<file path="config.mk">
export PLATFORM = sky130hd
export DESIGN_NAME = window_event_accumulator_flat
export DESIGN_NICKNAME = d
export VERILOG_FILES = /design/src/rtl/window_event_accumulator_if.sv /design/src/rtl/window_event_accumulator.sv /design/src/flat_wrapper.sv
export SDC_FILE = /design/constraint.sdc
export NUM_CORES = 1
export LEC_CHECK = 0
export CORE_MARGIN = 2
export CORE_UTILIZATION = 40
export CTS_BUF_LIST = sky130_fd_sc_hd__clkbuf_8
export CTS_CLUSTER_SIZE = 20
export DETAILED_ROUTE_END_ITERATION = 8
export DONT_BUFFER_PORTS = 1
export GPL_TIMING_DRIVEN = 1
export PLACE_DENSITY = 0.52
export SYNTH_ARGS = -nofsm -noshare
export SYNTH_HDL_FRONTEND = slang
export SYNTH_SLANG_ARGS = --single-unit
export TNS_END_PERCENT = 100
</file>
<file path="constraint.sdc">
create_clock -name i_clk -period 5.6 [get_ports i_clk]
set_input_delay 1.12 -clock i_clk [delete_from_list [all_inputs] [get_ports i_clk]]
set_output_delay 1.12 -clock i_clk [all_outputs]
set_load 0.02 [all_outputs]
</file>
<file path="src/rtl/window_event_accumulator_if.sv">
// Event coordinate stream from the decoder/FIFO into the window accumulator.
// The producer drives valid and the coordinates; the accumulator drives ready.
interface window_event_accumulator_if #(
   parameter int COORD_BITS = 7
);
   logic                  ev_valid;
   logic                  ev_ready;
   logic [COORD_BITS-1:0] ev_x;
   logic [COORD_BITS-1:0] ev_y;

   modport master (output ev_valid, output ev_x, output ev_y, input  ev_ready);
   modport slave  (input  ev_valid, input  ev_x, input  ev_y, output ev_ready);
endinterface

</file>
<file path="src/rtl/window_event_accumulator.sv">
// Accumulates centred event sums and counts into an early and a late half-window bank.
// Both banks are published as one registered snapshot, with a one-cycle trigger, at each window end.
module window_event_accumulator #(
   parameter int COORD_BITS     = 7,
   parameter int ACC_SUM_BITS   = 18,
   parameter int ACC_COUNT_BITS = 12,
   parameter int HALF_PERIOD    = 100000
) (
   input  logic                            i_clk,
   input  logic                            i_rst_n,
   input  logic                            i_enable,
   window_event_accumulator_if.slave       ev_if,
   output logic signed [ACC_SUM_BITS-1:0]  o_early_sum_x,
   output logic signed [ACC_SUM_BITS-1:0]  o_early_sum_y,
   output logic [ACC_COUNT_BITS-1:0]       o_early_count,
   output logic signed [ACC_SUM_BITS-1:0]  o_late_sum_x,
   output logic signed [ACC_SUM_BITS-1:0]  o_late_sum_y,
   output logic [ACC_COUNT_BITS-1:0]       o_late_count,
   output logic                            o_sat_flag,
   output logic                            o_trigger
);
   localparam int                    CNT_W  = $clog2(HALF_PERIOD);
   localparam logic [CNT_W-1:0]      LAST   = CNT_W'(HALF_PERIOD - 1);
   localparam logic [COORD_BITS:0]   CENTRE = (COORD_BITS+1)'(2 ** (COORD_BITS - 1));

   typedef enum logic [1:0] {IDLE, EARLY, LATE, PUBLISH} state_t;

   state_t                          r_state, w_state_nxt;
   logic [CNT_W-1:0]                r_cnt, w_cnt_nxt;
   logic                            w_clear, w_publish, w_accept, w_last;

   logic signed [ACC_SUM_BITS-1:0]  r_e_sx, r_e_sy, r_l_sx, r_l_sy;
   logic [ACC_COUNT_BITS-1:0]       r_e_cnt, r_l_cnt;
   logic                            r_sat;

   logic signed [ACC_SUM_BITS-1:0]  r_early_sum_x, r_early_sum_y, r_late_sum_x, r_late_sum_y;
   logic [ACC_COUNT_BITS-1:0]       r_early_count, r_late_count;
   logic                            r_sat_flag, r_trigger;

   logic signed [COORD_BITS:0]      w_xc, w_yc;
   logic signed [ACC_SUM_BITS-1:0]  w_sel_sx, w_sel_sy, w_upd_sx, w_upd_sy;
   logic [ACC_COUNT_BITS-1:0]       w_sel_cnt, w_upd_cnt;
   logic [ACC_SUM_BITS:0]           w_rx, w_ry;
   logic                            w_sat_set;

   // Returns {clip, value}: value is the sum clamped to the signed range of ACC_SUM_BITS.
   function automatic logic [ACC_SUM_BITS:0] f_sat_add(
      input logic signed [ACC_SUM_BITS-1:0] a,
      input logic signed [COORD_BITS:0]     d
   );
      logic [ACC_SUM_BITS:0] s;
      s = {a[ACC_SUM_BITS-1], a} + {{(ACC_SUM_BITS-COORD_BITS){d[COORD_BITS]}}, d};
      if (s[ACC_SUM_BITS] != s[ACC_SUM_BITS-1])
         f_sat_add = {1'b1, s[ACC_SUM_BITS], {(ACC_SUM_BITS-1){~s[ACC_SUM_BITS]}}};
      else
         f_sat_add = {1'b0, s[ACC_SUM_BITS-1:0]};
   endfunction

   assign ev_if.ev_ready = (r_state == EARLY) || (r_state == LATE);
   assign w_accept       = ev_if.ev_valid && ev_if.ev_ready;
   assign w_last         = (r_cnt == LAST);
   assign w_xc           = $signed({1'b0, ev_if.ev_x} - CENTRE);
   assign w_yc           = $signed({1'b0, ev_if.ev_y} - CENTRE);

   always_comb begin
      w_state_nxt = r_state;
      w_cnt_nxt   = r_cnt;
      w_clear     = 1'b0;
      w_publish   = 1'b0;
      case (r_state)
         IDLE: begin
            w_clear = 1'b1;
            if (i_enable) begin
               w_state_nxt = EARLY;
               w_cnt_nxt   = '0;
            end
         end
         EARLY, LATE: begin
            if (!i_enable) begin
               w_state_nxt = IDLE;
               w_cnt_nxt   = '0;
               w_clear     = 1'b1;
            end else if (w_last) begin
               w_state_nxt = (r_state == EARLY) ? LATE : PUBLISH;
               w_cnt_nxt   = '0;
            end else begin
               w_cnt_nxt   = r_cnt + CNT_W'(1);
            end
         end
         PUBLISH: begin
            w_clear   = 1'b1;
            w_cnt_nxt = '0;
            if (!i_enable) begin
               w_state_nxt = IDLE;
            end else begin
               w_state_nxt = EARLY;
               w_publish   = 1'b1;
            end
         end
         default: begin
            w_state_nxt = IDLE;
            w_clear     = 1'b1;
         end
      endcase
   end

   // One shared update path; the state picks which bank it reads and writes.
   always_comb begin
      w_sel_sx  = (r_state == LATE) ? r_l_sx  : r_e_sx;
      w_sel_sy  = (r_state == LATE) ? r_l_sy  : r_e_sy;
      w_sel_cnt = (r_state == LATE) ? r_l_cnt : r_e_cnt;
      w_upd_sx  = w_sel_sx;
      w_upd_sy  = w_sel_sy;
      w_upd_cnt = w_sel_cnt;
      w_rx      = '0;
      w_ry      = '0;
      w_sat_set = 1'b0;
      if (w_accept) begin
         if (&w_sel_cnt) begin
            w_sat_set = 1'b1;
         end else begin
            w_rx      = f_sat_add(w_sel_sx, w_xc);
            w_ry      = f_sat_add(w_sel_sy, w_yc);
            w_upd_sx  = w_rx[ACC_SUM_BITS-1:0];
            w_upd_sy  = w_ry[ACC_SUM_BITS-1:0];
            w_upd_cnt = w_sel_cnt + ACC_COUNT_BITS'(1);
            w_sat_set = w_rx[ACC_SUM_BITS] | w_ry[ACC_SUM_BITS];
         end
      end
   end

   always_ff @(posedge i_clk) begin
      if (!i_rst_n) begin
         r_state       <= IDLE;
         r_cnt         <= '0;
         r_e_sx        <= '0;
         r_e_sy        <= '0;
         r_e_cnt       <= '0;
         r_l_sx        <= '0;
         r_l_sy        <= '0;
         r_l_cnt       <= '0;
         r_sat         <= 1'b0;
         r_early_sum_x <= '0;
         r_early_sum_y <= '0;
         r_early_count <= '0;
         r_late_sum_x  <= '0;
         r_late_sum_y  <= '0;
         r_late_count  <= '0;
         r_sat_flag    <= 1'b0;
         r_trigger     <= 1'b0;
      end else begin
         r_state   <= w_state_nxt;
         r_cnt     <= w_cnt_nxt;
         r_trigger <= w_publish;
         if (w_publish) begin
            r_early_sum_x <= r_e_sx;
            r_early_sum_y <= r_e_sy;
            r_early_count <= r_e_cnt;
            r_late_sum_x  <= r_l_sx;
            r_late_sum_y  <= r_l_sy;
            r_late_count  <= r_l_cnt;
            r_sat_flag    <= r_sat;
         end
         if (w_clear) begin
            r_e_sx  <= '0;
            r_e_sy  <= '0;
            r_e_cnt <= '0;
            r_l_sx  <= '0;
            r_l_sy  <= '0;
            r_l_cnt <= '0;
            r_sat   <= 1'b0;
         end else begin
            if (w_accept && (r_state == EARLY)) begin
               r_e_sx  <= w_upd_sx;
               r_e_sy  <= w_upd_sy;
               r_e_cnt <= w_upd_cnt;
            end
            if (w_accept && (r_state == LATE)) begin
               r_l_sx  <= w_upd_sx;
               r_l_sy  <= w_upd_sy;
               r_l_cnt <= w_upd_cnt;
            end
            r_sat <= r_sat | w_sat_set;
         end
      end
   end

   assign o_early_sum_x = r_early_sum_x;
   assign o_early_sum_y = r_early_sum_y;
   assign o_early_count = r_early_count;
   assign o_late_sum_x  = r_late_sum_x;
   assign o_late_sum_y  = r_late_sum_y;
   assign o_late_count  = r_late_count;
   assign o_sat_flag    = r_sat_flag;
   assign o_trigger     = r_trigger;
endmodule

</file>
<file path="src/flat_wrapper.sv">
// flat-port wrapper written by rule: the top's interface ports become plain ports
module window_event_accumulator_flat 
#(
   parameter int COORD_BITS     = 7,
   parameter int ACC_SUM_BITS   = 18,
   parameter int ACC_COUNT_BITS = 12,
   parameter int HALF_PERIOD    = 100000
)
  (i_clk, i_rst_n, i_enable, o_early_sum_x, o_early_sum_y, o_early_count, o_late_sum_x, o_late_sum_y, o_late_count, o_sat_flag, o_trigger, ev_if_ev_valid, ev_if_ev_x, ev_if_ev_y, ev_if_ev_ready);
  window_event_accumulator_if #(.COORD_BITS(COORD_BITS)) ev_if_i ();
  input  logic i_clk;
  input  logic i_rst_n;
  input  logic i_enable;
  output logic signed [ACC_SUM_BITS-1:0] o_early_sum_x;
  output logic signed [ACC_SUM_BITS-1:0] o_early_sum_y;
  output logic [ACC_COUNT_BITS-1:0] o_early_count;
  output logic signed [ACC_SUM_BITS-1:0] o_late_sum_x;
  output logic signed [ACC_SUM_BITS-1:0] o_late_sum_y;
  output logic [ACC_COUNT_BITS-1:0] o_late_count;
  output logic o_sat_flag;
  output logic o_trigger;
  input wire logic [$bits(ev_if_i.ev_valid)-1:0] ev_if_ev_valid;
  input wire logic [$bits(ev_if_i.ev_x)-1:0] ev_if_ev_x;
  input wire logic [$bits(ev_if_i.ev_y)-1:0] ev_if_ev_y;
  output wire logic [$bits(ev_if_i.ev_ready)-1:0] ev_if_ev_ready;
  assign ev_if_i.ev_valid = ev_if_ev_valid;
  assign ev_if_i.ev_x = ev_if_ev_x;
  assign ev_if_i.ev_y = ev_if_ev_y;
  assign ev_if_ev_ready = ev_if_i.ev_ready;
  window_event_accumulator #(.COORD_BITS(COORD_BITS), .ACC_SUM_BITS(ACC_SUM_BITS), .ACC_COUNT_BITS(ACC_COUNT_BITS), .HALF_PERIOD(HALF_PERIOD)) u_core (.i_clk(i_clk), .i_rst_n(i_rst_n), .i_enable(i_enable), .ev_if(ev_if_i), .o_early_sum_x(o_early_sum_x), .o_early_sum_y(o_early_sum_y), .o_early_count(o_early_count), .o_late_sum_x(o_late_sum_x), .o_late_sum_y(o_late_sum_y), .o_late_count(o_late_count), .o_sat_flag(o_sat_flag), .o_trigger(o_trigger));
endmodule
</file>
* Word level (Yosys, flattened, before mapping)
Cells that the tools add are included.
Storage, ports and cells: flip-flop bits (word level) 214, bits of input ports 18, logic and storage cells 77
Cells by class: add/subtract/negate cells 6, equal/unequal tests 8, muxes and demuxes 31, bitwise logic cells 5, reductions and logical operators 10
Operators by type and width (count):
- $mux 19 | 6
- $mux 18 | 6
- $mux 17 | 3
- $pmux 17 s3 | 1
- $add 18x8->19 | 2
- $mux 12 | 3
- $add 17x1->17 const B | 1
- $eq 17x17->1 const B | 1
- $sub 7x7->8 const B | 2
- $add 12x1->12 const B | 1
- $reduce_and 12->1 | 1
- $mux 1 | 7
- $mux 2 | 3
- $pmux 2 s3 | 1
- $reduce_or 2->1 | 3
- $eq 2x2->1 const B | 2
- $logic_and 1x1->1 | 3
- $ne 3x2->1 const B | 1
- $not 1->1 | 3
- $eq 2x1->1 const B | 1
- $logic_not 2->1 | 1
- $ne 1x1->1 | 2
- $ne 2x2->1 const B | 1
- $or 1x1->1 | 2
- 3 further kinds | 3

* Depth between registers and ports, before layout
Gate-level depths: netlist (run 1).
depth after elaboration 11, gate-level depth with buffers 20

* Least setup slack after synthesis (run 1)
Ideal clock, no wire load.
path type reg-to-reg, start register u_core.r_state[0], end register u_core.r_e_sx[16], data arrival time 4283 ps, data required time 5512 ps, setup slack 1229 ps, stages on the path, launching flop included 18, path buffers 6, path through dfxtp_1 inv_1 ha_1 buf_2 buf_1 clkbuf_1 buf_1 mux2_2 ha_1 and3_1 nand4_1 o31ai_2 mux2i_1 and2_1 buf_6 buf_6 maj3_2 a311oi_2
On the way: cells in the longest elaborated chain, start to end 9, elaborated cells on any way between the ends 22, classes of those cells add/sub (1); eq/ne (4); mux (8); bitwise (1); reduce/logical (8)
Ends and longest elaborated chain:
- start, declared | line window_event_accumulator.sv:28 | state_t r_state, w_state_nxt;
- start signal, assigned | line window_event_accumulator.sv:152 | r_state <= w_state_nxt;
- $eq 2x2->1
- $mux 18 | line window_event_accumulator.sv:109 | w_sel_sx = (r_state == LATE) ? r_l_sx : r_e_sx;
- $add 18x8->19 | line window_event_accumulator.sv:52 | s = {a[ACC_SUM_BITS-1], a} + {{(ACC_SUM_BITS-COORD_BITS){d[COORD_BITS]}}, d};
- $ne 1x1->1 or $not 1->1 (tied branches) | line window_event_accumulator.sv:53, window_event_accumulator.sv:54
- $mux 19 | line window_event_accumulator.sv:53 | if (s[ACC_SUM_BITS] != s[ACC_SUM_BITS-1])
- $mux 19 | line window_event_accumulator.sv:119 | if (&w_sel_cnt) begin
- $mux 19 | line window_event_accumulator.sv:118 | if (w_accept) begin
- $mux 18 | line window_event_accumulator.sv:119
- $mux 18 | line window_event_accumulator.sv:118
- end signal, assigned | line window_event_accumulator.sv:174 | r_e_sx <= w_upd_sx;
- end, declared | line window_event_accumulator.sv:32 | logic signed [ACC_SUM_BITS-1:0] r_e_sx, r_e_sy, r_l_sx, r_l_sy;
Several ways; a longest one is shown, not always the timed one. The select of a mux whose other input is x is not followed. A chain may end at the register's enable or synchronous reset.

* Worst setup path in the final report (run 1)
start register u_core.r_state[0], end register u_core.r_l_sy[10]
On the way: cells in the longest elaborated chain, start to end 9, elaborated cells on any way between the ends 22, classes of those cells add/sub (1); eq/ne (4); mux (8); bitwise (1); reduce/logical (8)
Ends and longest elaborated chain:
- $eq 2x2->1
- $mux 18 | line window_event_accumulator.sv:110 | w_sel_sy = (r_state == LATE) ? r_l_sy : r_e_sy;
- $add 18x8->19 | line window_event_accumulator.sv:52
- $ne 1x1->1 or $not 1->1 (tied branches) | line window_event_accumulator.sv:53, window_event_accumulator.sv:54
- $mux 19 | line window_event_accumulator.sv:53
- $mux 19 | line window_event_accumulator.sv:119
- $mux 19 | line window_event_accumulator.sv:118
- $mux 18 | line window_event_accumulator.sv:119
- $mux 18 | line window_event_accumulator.sv:118
- end signal, assigned | line window_event_accumulator.sv:180 | r_l_sy <= w_upd_sy;
- end, declared | line window_event_accumulator.sv:32
Several ways; a longest one is shown, not always the timed one. The select of a mux whose other input is x is not followed.

==> metrics.md, run 1 <==
| Metric | Value |
|---|---|
| Status | `complete, no violations` |
| Least-Margin Pin Slew | `1000 ps` |
| Mapped Nets | `approximately 1,400` |
| Max Cap Viol | `0` |
| Post-synth EDFFs | `0` |
| Hold endpoint | `u_core.o_early_sum_x[15]` |
| Worst-path fanout max | `19` |
| Setup crit end kind | `register` |
| Total power divided by cell area | `275 mW/mm^2` |
| RSZ-0062 raised after global routing | `no` |
| ANT nets after route | `0` |
| Most frequent cells in the layout | `nand2_1, dfxtp_1, a21oi_1` |
| R2r worst-path depth | `14` |
| DR pass1 iterations | `5` |
| Number of distinct library cells after synthesis | `67` |
| N_diodes | `0` |
| Die Y | `about 170 um` |
| H-tree Lvls | `2` |
| Resize count post-CTS | `0` |
| Post-CTS Setup Repair Bufs | `0` |
| Hold_buf cts | `0` |
| CP cell instances | `inv_1, ha_2, buf_4, mux2_2, ha_1, a21o_1, a31o_2, o211a_1, o22ai_1, mux2i_1, and2_1, o21ai_1, a21oi_1, o31a_1` |
| DRT Wirelength | `30.7 mm` |
| Worst r2r src | `u_core.r_state[0]` |
| First-pass GRT wire length | `around 49 mm` |
| Setup TNS | `0 ps` |
| Clock slew at reported path FFs | `60 ps` |
| Synth Instances | `1,367` |
| Worst min-delay path class | `register to register` |
| Dominant cells by area after synthesis | `dfxtp_1, nand2_1, a21oi_1` |
| Slew margin rel. | `33.1%` |
| Async S/R FF share, synth | `0%` |
| Initial antenna violation count | `0` |
| Hold path depth | `2` |
| Number of cell rows | `60` |
| Yosys reg bits | `214` |
| Total Nets Final | `1,401` |
| Commonest non-fill, non-tap cell in the layout | `nand2_1` |
| Crit Path Class | `register to register` |
| # setup viols final | `0` |
| Inserted Clock Buffers | `40` |
| Final Critical Period | `4590 ps` |
| Fin worst setup slack | `just over 1000 ps` |
| VDD IR max | `approximately 0.14 mV` |
| Worst reg2reg setup slack | `1010 ps` |
| Reg2Reg Capture Point | `u_core.r_l_sy[10]` |
| Die area | `0.0287 mm^2` |
| Vias | `approximately 9,500` |
| Core area | `0.0270 mm^2` |
| Drt wl/cell | `17.9 um` |
| Initial Utilization | `40.7%` |
| Final Slew Violations | `0` |
| WP data required | `6080 ps` |
| Synth Warn # | `0` |
| Max stage delay on crit path | `530 ps` |
| Top-Level Pins | `117` |
| Sink Count | `214` |
| Setup slack at placement | `1110 ps` |
| Final period utilization | `81.9%` |
| Layout area overhead | `9.43%` |
| Die X | `around 170 um` |
| Root buffer cell | `clkbuf_8` |
| Area share of the largest cell type after synthesis | `39.1%` |
| Worst EP arrival | `5060 ps` |
| Main synth FF type | `dfxtp_1` |
| Startpoint type of the worst setup path | `register` |
| Overflow after GRT | `0` |
| Post-DP HPWL | `21.1 mm` |
| RD Place Congestion | `0.869` |
| Syn Area/Cell | `between 8 and 9 um^2` |
| Mapped Area | `0.0110 mm^2` |
| P_leak | `4.33 nW` |
| Crit-path slowest cell | `ha_2` |
| Seq/Total Area, Yosys | `39.1%` |
| Clock latency on the worst-skew pair | `~550 ps` |
| Share of layout cells above drive strength 1 | `10.3%` |
| # DRC | `0` |
| Clk_skew | `15.9 ps` |
| Worst min-delay path startpoint | `u_core.r_e_sx[15]` |
| Port buffer count | `0` |
| Pin count of the biggest net entering global routing | `66` |
| Total track usage | `21.3%` |
| Hold Violations, Final | `0` |
| CTS tree | `yes` |
| Vias in the first global route | `8,969` |
| Number of DRC markers in iteration 0 | `578` |
| Post-synth top area cell | `dfxtp_1` |
| Clk buf depth | `3` |
| Post-DR vias/cell | `5.56` |
| Max Freq | `218 MHz` |
## final cells by class
type	count	area [um^2]
timing repair buffer	14	105
inverter	15	57.6
multi-input combinational	1054	6290
fill	2756	15000
clock inverter	20	93.8
clock buffer	53	729
tap	341	427
sequential	214	4280
## cells in the mapped netlist, drive strengths merged, types with 5 or more instances
| cell | number |
|---|---|
| a2bb2oi | 6 |
| ha | 42 |
| nand3b | 7 |
| nor2 | 124 |
| a221oi | 7 |
| mux2i | 17 |
| o21a | 6 |
| a211oi | 15 |
| nand2 | 278 |
| mux2 | 38 |
| a21oi | 172 |
| nand2b | 7 |
| a21o | 16 |
| buf | 15 |
| clkbuf | 69 |
| xnor2 | 24 |
| and3 | 10 |
| o21bai | 5 |
| a31oi | 15 |
| and2 | 15 |
| maj3 | 12 |
| a22oi | 10 |
| nand3 | 27 |
| o21ai | 79 |
| o31a | 10 |
| inv | 15 |
| nor3 | 20 |
| nand4 | 9 |
| xor2 | 28 |
| dfxtp | 214 |
## logic make-up (layout without fill, tap and decap cells)
logic type,after synthesis,in the layout,share of synthesized area (%)
buf+inv,99,102,3.65
mux,56,56,5.66
compound gates,375,375,21.1
flops,214,214,39.1
xor+xnor,52,52,4.16
fa+ha+maj,56,56,6.27
simple gates,515,515,20.1
## metrics by stage
stage | instances | hold WS, ps | instance area [um^2] | power [mW] | util [%]
2_1_floorplan | 1367 | 438 | 11000 | 1.76 | -
3_3_place_gp | 1638 | 459 | 11200 | 1.81 | 41.4
3_5_place_dp | 1638 | 463 | 11200 | 1.81 | 41.4
4_1_cts | 1711 | 463 | 12000 | 3.34 | 44.5
5_1_grt | 1711 | 479 | 12000 | 3.44 | 44.5
6_report | 1711 | 460 | 12000 | 3.30 | 44.5
## where the power goes
group / total [mW] / switching [mW] / internal (mW)
clock network: 1.52 / 0.673 / 0.848
registers: 1.53 / 0.00593 / 1.53
logic: 0.247 / 0.171 / 0.0763
total: 3.30 / 0.850 / 2.45
## critical path, delay by kind of cell (launching register included)
family	cells	cell delay, ps
multiplexers	2	690
adder cells (fa/ha/maj)	2	880
AO/OA/AOI/OAI	7	1600
buffers and inverters	2	500
flip-flops	1	350
AND/OR/NAND/NOR	1	490
## how the worst max path moves through the flow
stage	start	to	slack [ps]	depth (start not counted)
4_1_cts	u_core.r_state[0]	u_core.r_l_sy[10]	1030	16
3_5_place_dp	u_core.r_state[0]	u_core.r_l_sy[10]	1110	16
6_report	u_core.r_state[0]	u_core.r_l_sy[10]	1010	14
3_3_place_gp	u_core.r_state[0]	u_core.r_l_sy[10]	1270	16
5_1_grt	u_core.r_state[0]	u_core.r_l_sy[10]	690	16
2_1_floorplan	u_core.r_state[0]	u_core.r_e_sx[16]	1230	17
## sequential cells by signal, indices dropped and copies added (netlist names)
signal,flops
u_core.o_early_count,12
u_core.o_sat_flag,1
u_core.r_e_cnt,12
u_core.r_l_sy,18
u_core.r_cnt,17
u_core.r_state,2
u_core.r_e_sx,18
u_core.o_late_sum_x,18
u_core.r_l_sx,18
u_core.r_l_cnt,12
u_core.o_late_sum_y,18
u_core.o_early_sum_y,18
u_core.r_e_sy,18
u_core.r_sat,1
u_core.o_early_sum_x,18
u_core.o_trigger,1
u_core.o_late_count,12
## metal layers
| metal | track usage (%) | wire length, um | vias to the layer above |
|---|---|---|---|
| met5 | 0 | 0 | - |
| li1 | - | - | 4761 |
| met1 | 30.4 | 15200 | 4497 |
| met4 | 5.28 | 446 | 0 |
| met2 | 32.9 | 13300 | 226 |
| met3 | 4.13 | 1650 | 37 |
(Power assumes the default switching activity.)
==> run 2: changes to the inputs <==
- clock period: 5.6 -> 4.3 ns (I/O delays scaled with it)
==> metrics.md, run 2 (synthesized netlist as in run 1, its figures left out) <==
| Metric | Value |
|---|---|
| Overflow after GRT | `0 (unchanged)` |
| Slew margin rel. | `28.1% (-4.9 points)` |
| Most frequent cells in the layout | `nand2_1, dfxtp_1, a21oi_1` |
| P_leak | `4.38 nW (+1.0%)` |
| WP data required | `4770 ps (-1310 ps)` |
| Crit Path Class | `register to register` |
| Total Nets Final | `1,414 (+0.93%)` |
| Core area | `0.0270 mm^2 (unchanged)` |
| Metal1 wirelength | `15.2 mm (about the same)` |
| Worst-path fanout max | `11 (-8)` |
| Total power | `4.15 mW (+26%)` |
| Total power divided by cell area | `345 mW/mm^2 (+25%)` |
| WHS | `467 ps (+7.68 ps)` |
| Sink Count | `214 (unchanged)` |
| Post-DR vias/cell | `5.51 (-0.89%)` |
| Layout Cells excl Fill | `1,719 (+0.47%)` |
| DRT Wirelength | `30.6 mm (about the same)` |
| RD Place Congestion | `0.867 (-0.29%)` |
| Pin count of the biggest net entering global routing | `99 (+50%)` |
| Port buffer count | `0 (unchanged)` |
| N_diodes | `0 (unchanged)` |
| Layout area overhead | `9.76%` |
| First-pass GRT wire length | `49.5 mm (+0.22%)` |
| Final Critical Period | `3950 ps (-634 ps)` |
| Share of layout cells above drive strength 1 | `10.7% (+0.45 points)` |
| Hold Violations, Final | `0 (unchanged)` |
| # setup viols final | `0 (unchanged)` |
| Max Freq | `253 MHz (+16%)` |
| Root buffer cell | `clkbuf_8` |
| CTS tree | `yes` |
| Number of DRC markers in iteration 0 | `506 (-12%)` |
| Worst min-delay path class | `register to register` |
| Drt wl/cell | `17.8 um (-0.55%)` |
| Final period utilization | `91.9% (+10 points)` |
| Clk buf depth | `3 (unchanged)` |
| Routed length on met3 | `1.53 mm (-7.3%)` |
| Vias in the first global route | `9,181 (+2.4%)` |
| Setup slack at placement | `194 ps (-915 ps)` |
| Worst EP arrival | `4420 ps (-640 ps)` |
| Least-Margin Pin Slew | `1080 ps (+74.2 ps)` |
| Max Cap Viol | `0 (unchanged)` |
| Top-Level Pins | `117 (unchanged)` |
| Vias | `9,480 (-0.43%)` |
| ANT nets after route | `0 (unchanged)` |
| H-tree Lvls | `2 (unchanged)` |
| Psw | `1.08 mW (+27%)` |
| Clk pwr share | `43.9% (-2.1 points)` |
| Initial Utilization | `40.7% (unchanged)` |
| Clk_skew | `24.9 ps (+9.00 ps)` |
| Power Internal | `3.07 mW (+25%)` |
| Post-DP HPWL | `21.0 mm (-0.29%)` |
| # DRC | `0 (unchanged)` |
| DR pass1 iterations | `5 (unchanged)` |
| VDD IR max | `0.191 mV (+38%)` |
| Initial antenna violation count | `0 (unchanged)` |
| Startpoint type of the worst setup path | `register` |
| Met2 routed WL | `13.3 mm (-0.55%)` |
| Final Slew Violations | `0 (unchanged)` |
| Setup crit end kind | `register` |
| Clock latency on the worst-skew pair | `550 ps (about the same)` |
| Setup TNS | `0 ps (unchanged)` |
| RSZ-0062 raised after global routing | `no` |
| Status | `complete, no violations` |
| Commonest non-fill, non-tap cell in the layout | `nand2_1` |
| Number of cell rows | `60 (unchanged)` |
| Combinational share of power | `7.9% (+0.4 points)` |
| Die area | `0.0287 mm^2 (unchanged)` |
| Switching share of total power | `26.1% (+0.36 points)` |
| Total placed cells including tap cells | `1,646 (+0.49%)` |
| Flop pwr share | `48.2% (+1.7 points)` |
| Clock slew at reported path FFs | `60 ps (about the same)` |
| Die Y | `170 um (unchanged)` |
| Die X | `170 um (unchanged)` |
| Inserted Clock Buffers | `39 (-2.5%)` |
| Total track usage | `21.2% (-0.044 points)` |
| DR top layer | `met4` |
| Fin worst setup slack | `347 ps (-666 ps)` |
## run 2: cell types whose count changed in the layout (fill, tap and decap cells not counted), sizes merged
cell and change:
clkbuf -7, inv +4, clkinv -1, buf +14, clkinvlp -2
## run 2: path summary, 6_finish.rpt
check | from | to | slack, ps | cells past startpoint
setup / recovery | u_core.r_state[0] | u_core.r_l_sx[9] | 350 | 15
hold / removal | u_core.r_e_sy[11] | u_core.o_early_sum_y[11] | 470 | 2
setup reg to reg | u_core.r_state[0] | u_core.r_l_sx[9] | 350 | 15
hold reg to reg | u_core.r_e_sy[11] | u_core.o_early_sum_y[11] | 470 | 2
## run 2: critical path, cell delays in order (launching register included)
cell and delay (ps):
dfxtp_1 350, inv_1 140, ha_4 210, buf_12 150, buf_4 150, mux2_2 350
ha_1 380, nand3_1 170, a41oi_1 440, nand3_2 160, o21ai_2 260, a221oi_4 100
buf_4 210, a21oi_1 530, a22oi_1 160, nor2_1 110
## run 2: metal layers
metal / GRT usage (%) / vias to the layer above
li1: - / 4765
met1: 29.7 / 4484
met2: 33.3 / 184
met3: 4.29 / 47
met4: 5.69 / 0
met5: 0 / -
## run 2: per-stage QoR
step / utilization (%) / area [um^2]
after CTS: 44.4 / 12000
after global placement: 41.7 / 11200
after global routing: 44.6 / 12000
final: 44.6 / 12000
after floorplan: - / 11000
after detailed placement: 41.7 / 11200
## run 2: final cells by class
class / instances / area [um^2]
fill: 2736 / 14900
inverter: 15 / 57.6
multi-input combinational: 1054 / 6310
clock inverter: 21 / 93.8
clock buffer: 46 / 633
timing repair buffer: 28 / 223
tap: 341 / 427
sequential: 214 / 4280
## run 2: what timing repair did
item | in CTS | in global routing
buffers inserted | 0 | 6
hold buffers | 0 | 0
endpoints found under the setup margin | 0 | 29
gates resized for setup | 0 | 2
## run 2: power by group through the flow
stage	Combinational, mW	Sequential [mW]	Clock [mW]
after floorplan	0.251	2.04	0
after global placement	0.326	2.04	0
after detailed placement	0.326	2.04	0
after CTS	0.327	2.00	1.88
after global routing	0.365	2.00	1.97
final	0.328	2.00	1.82
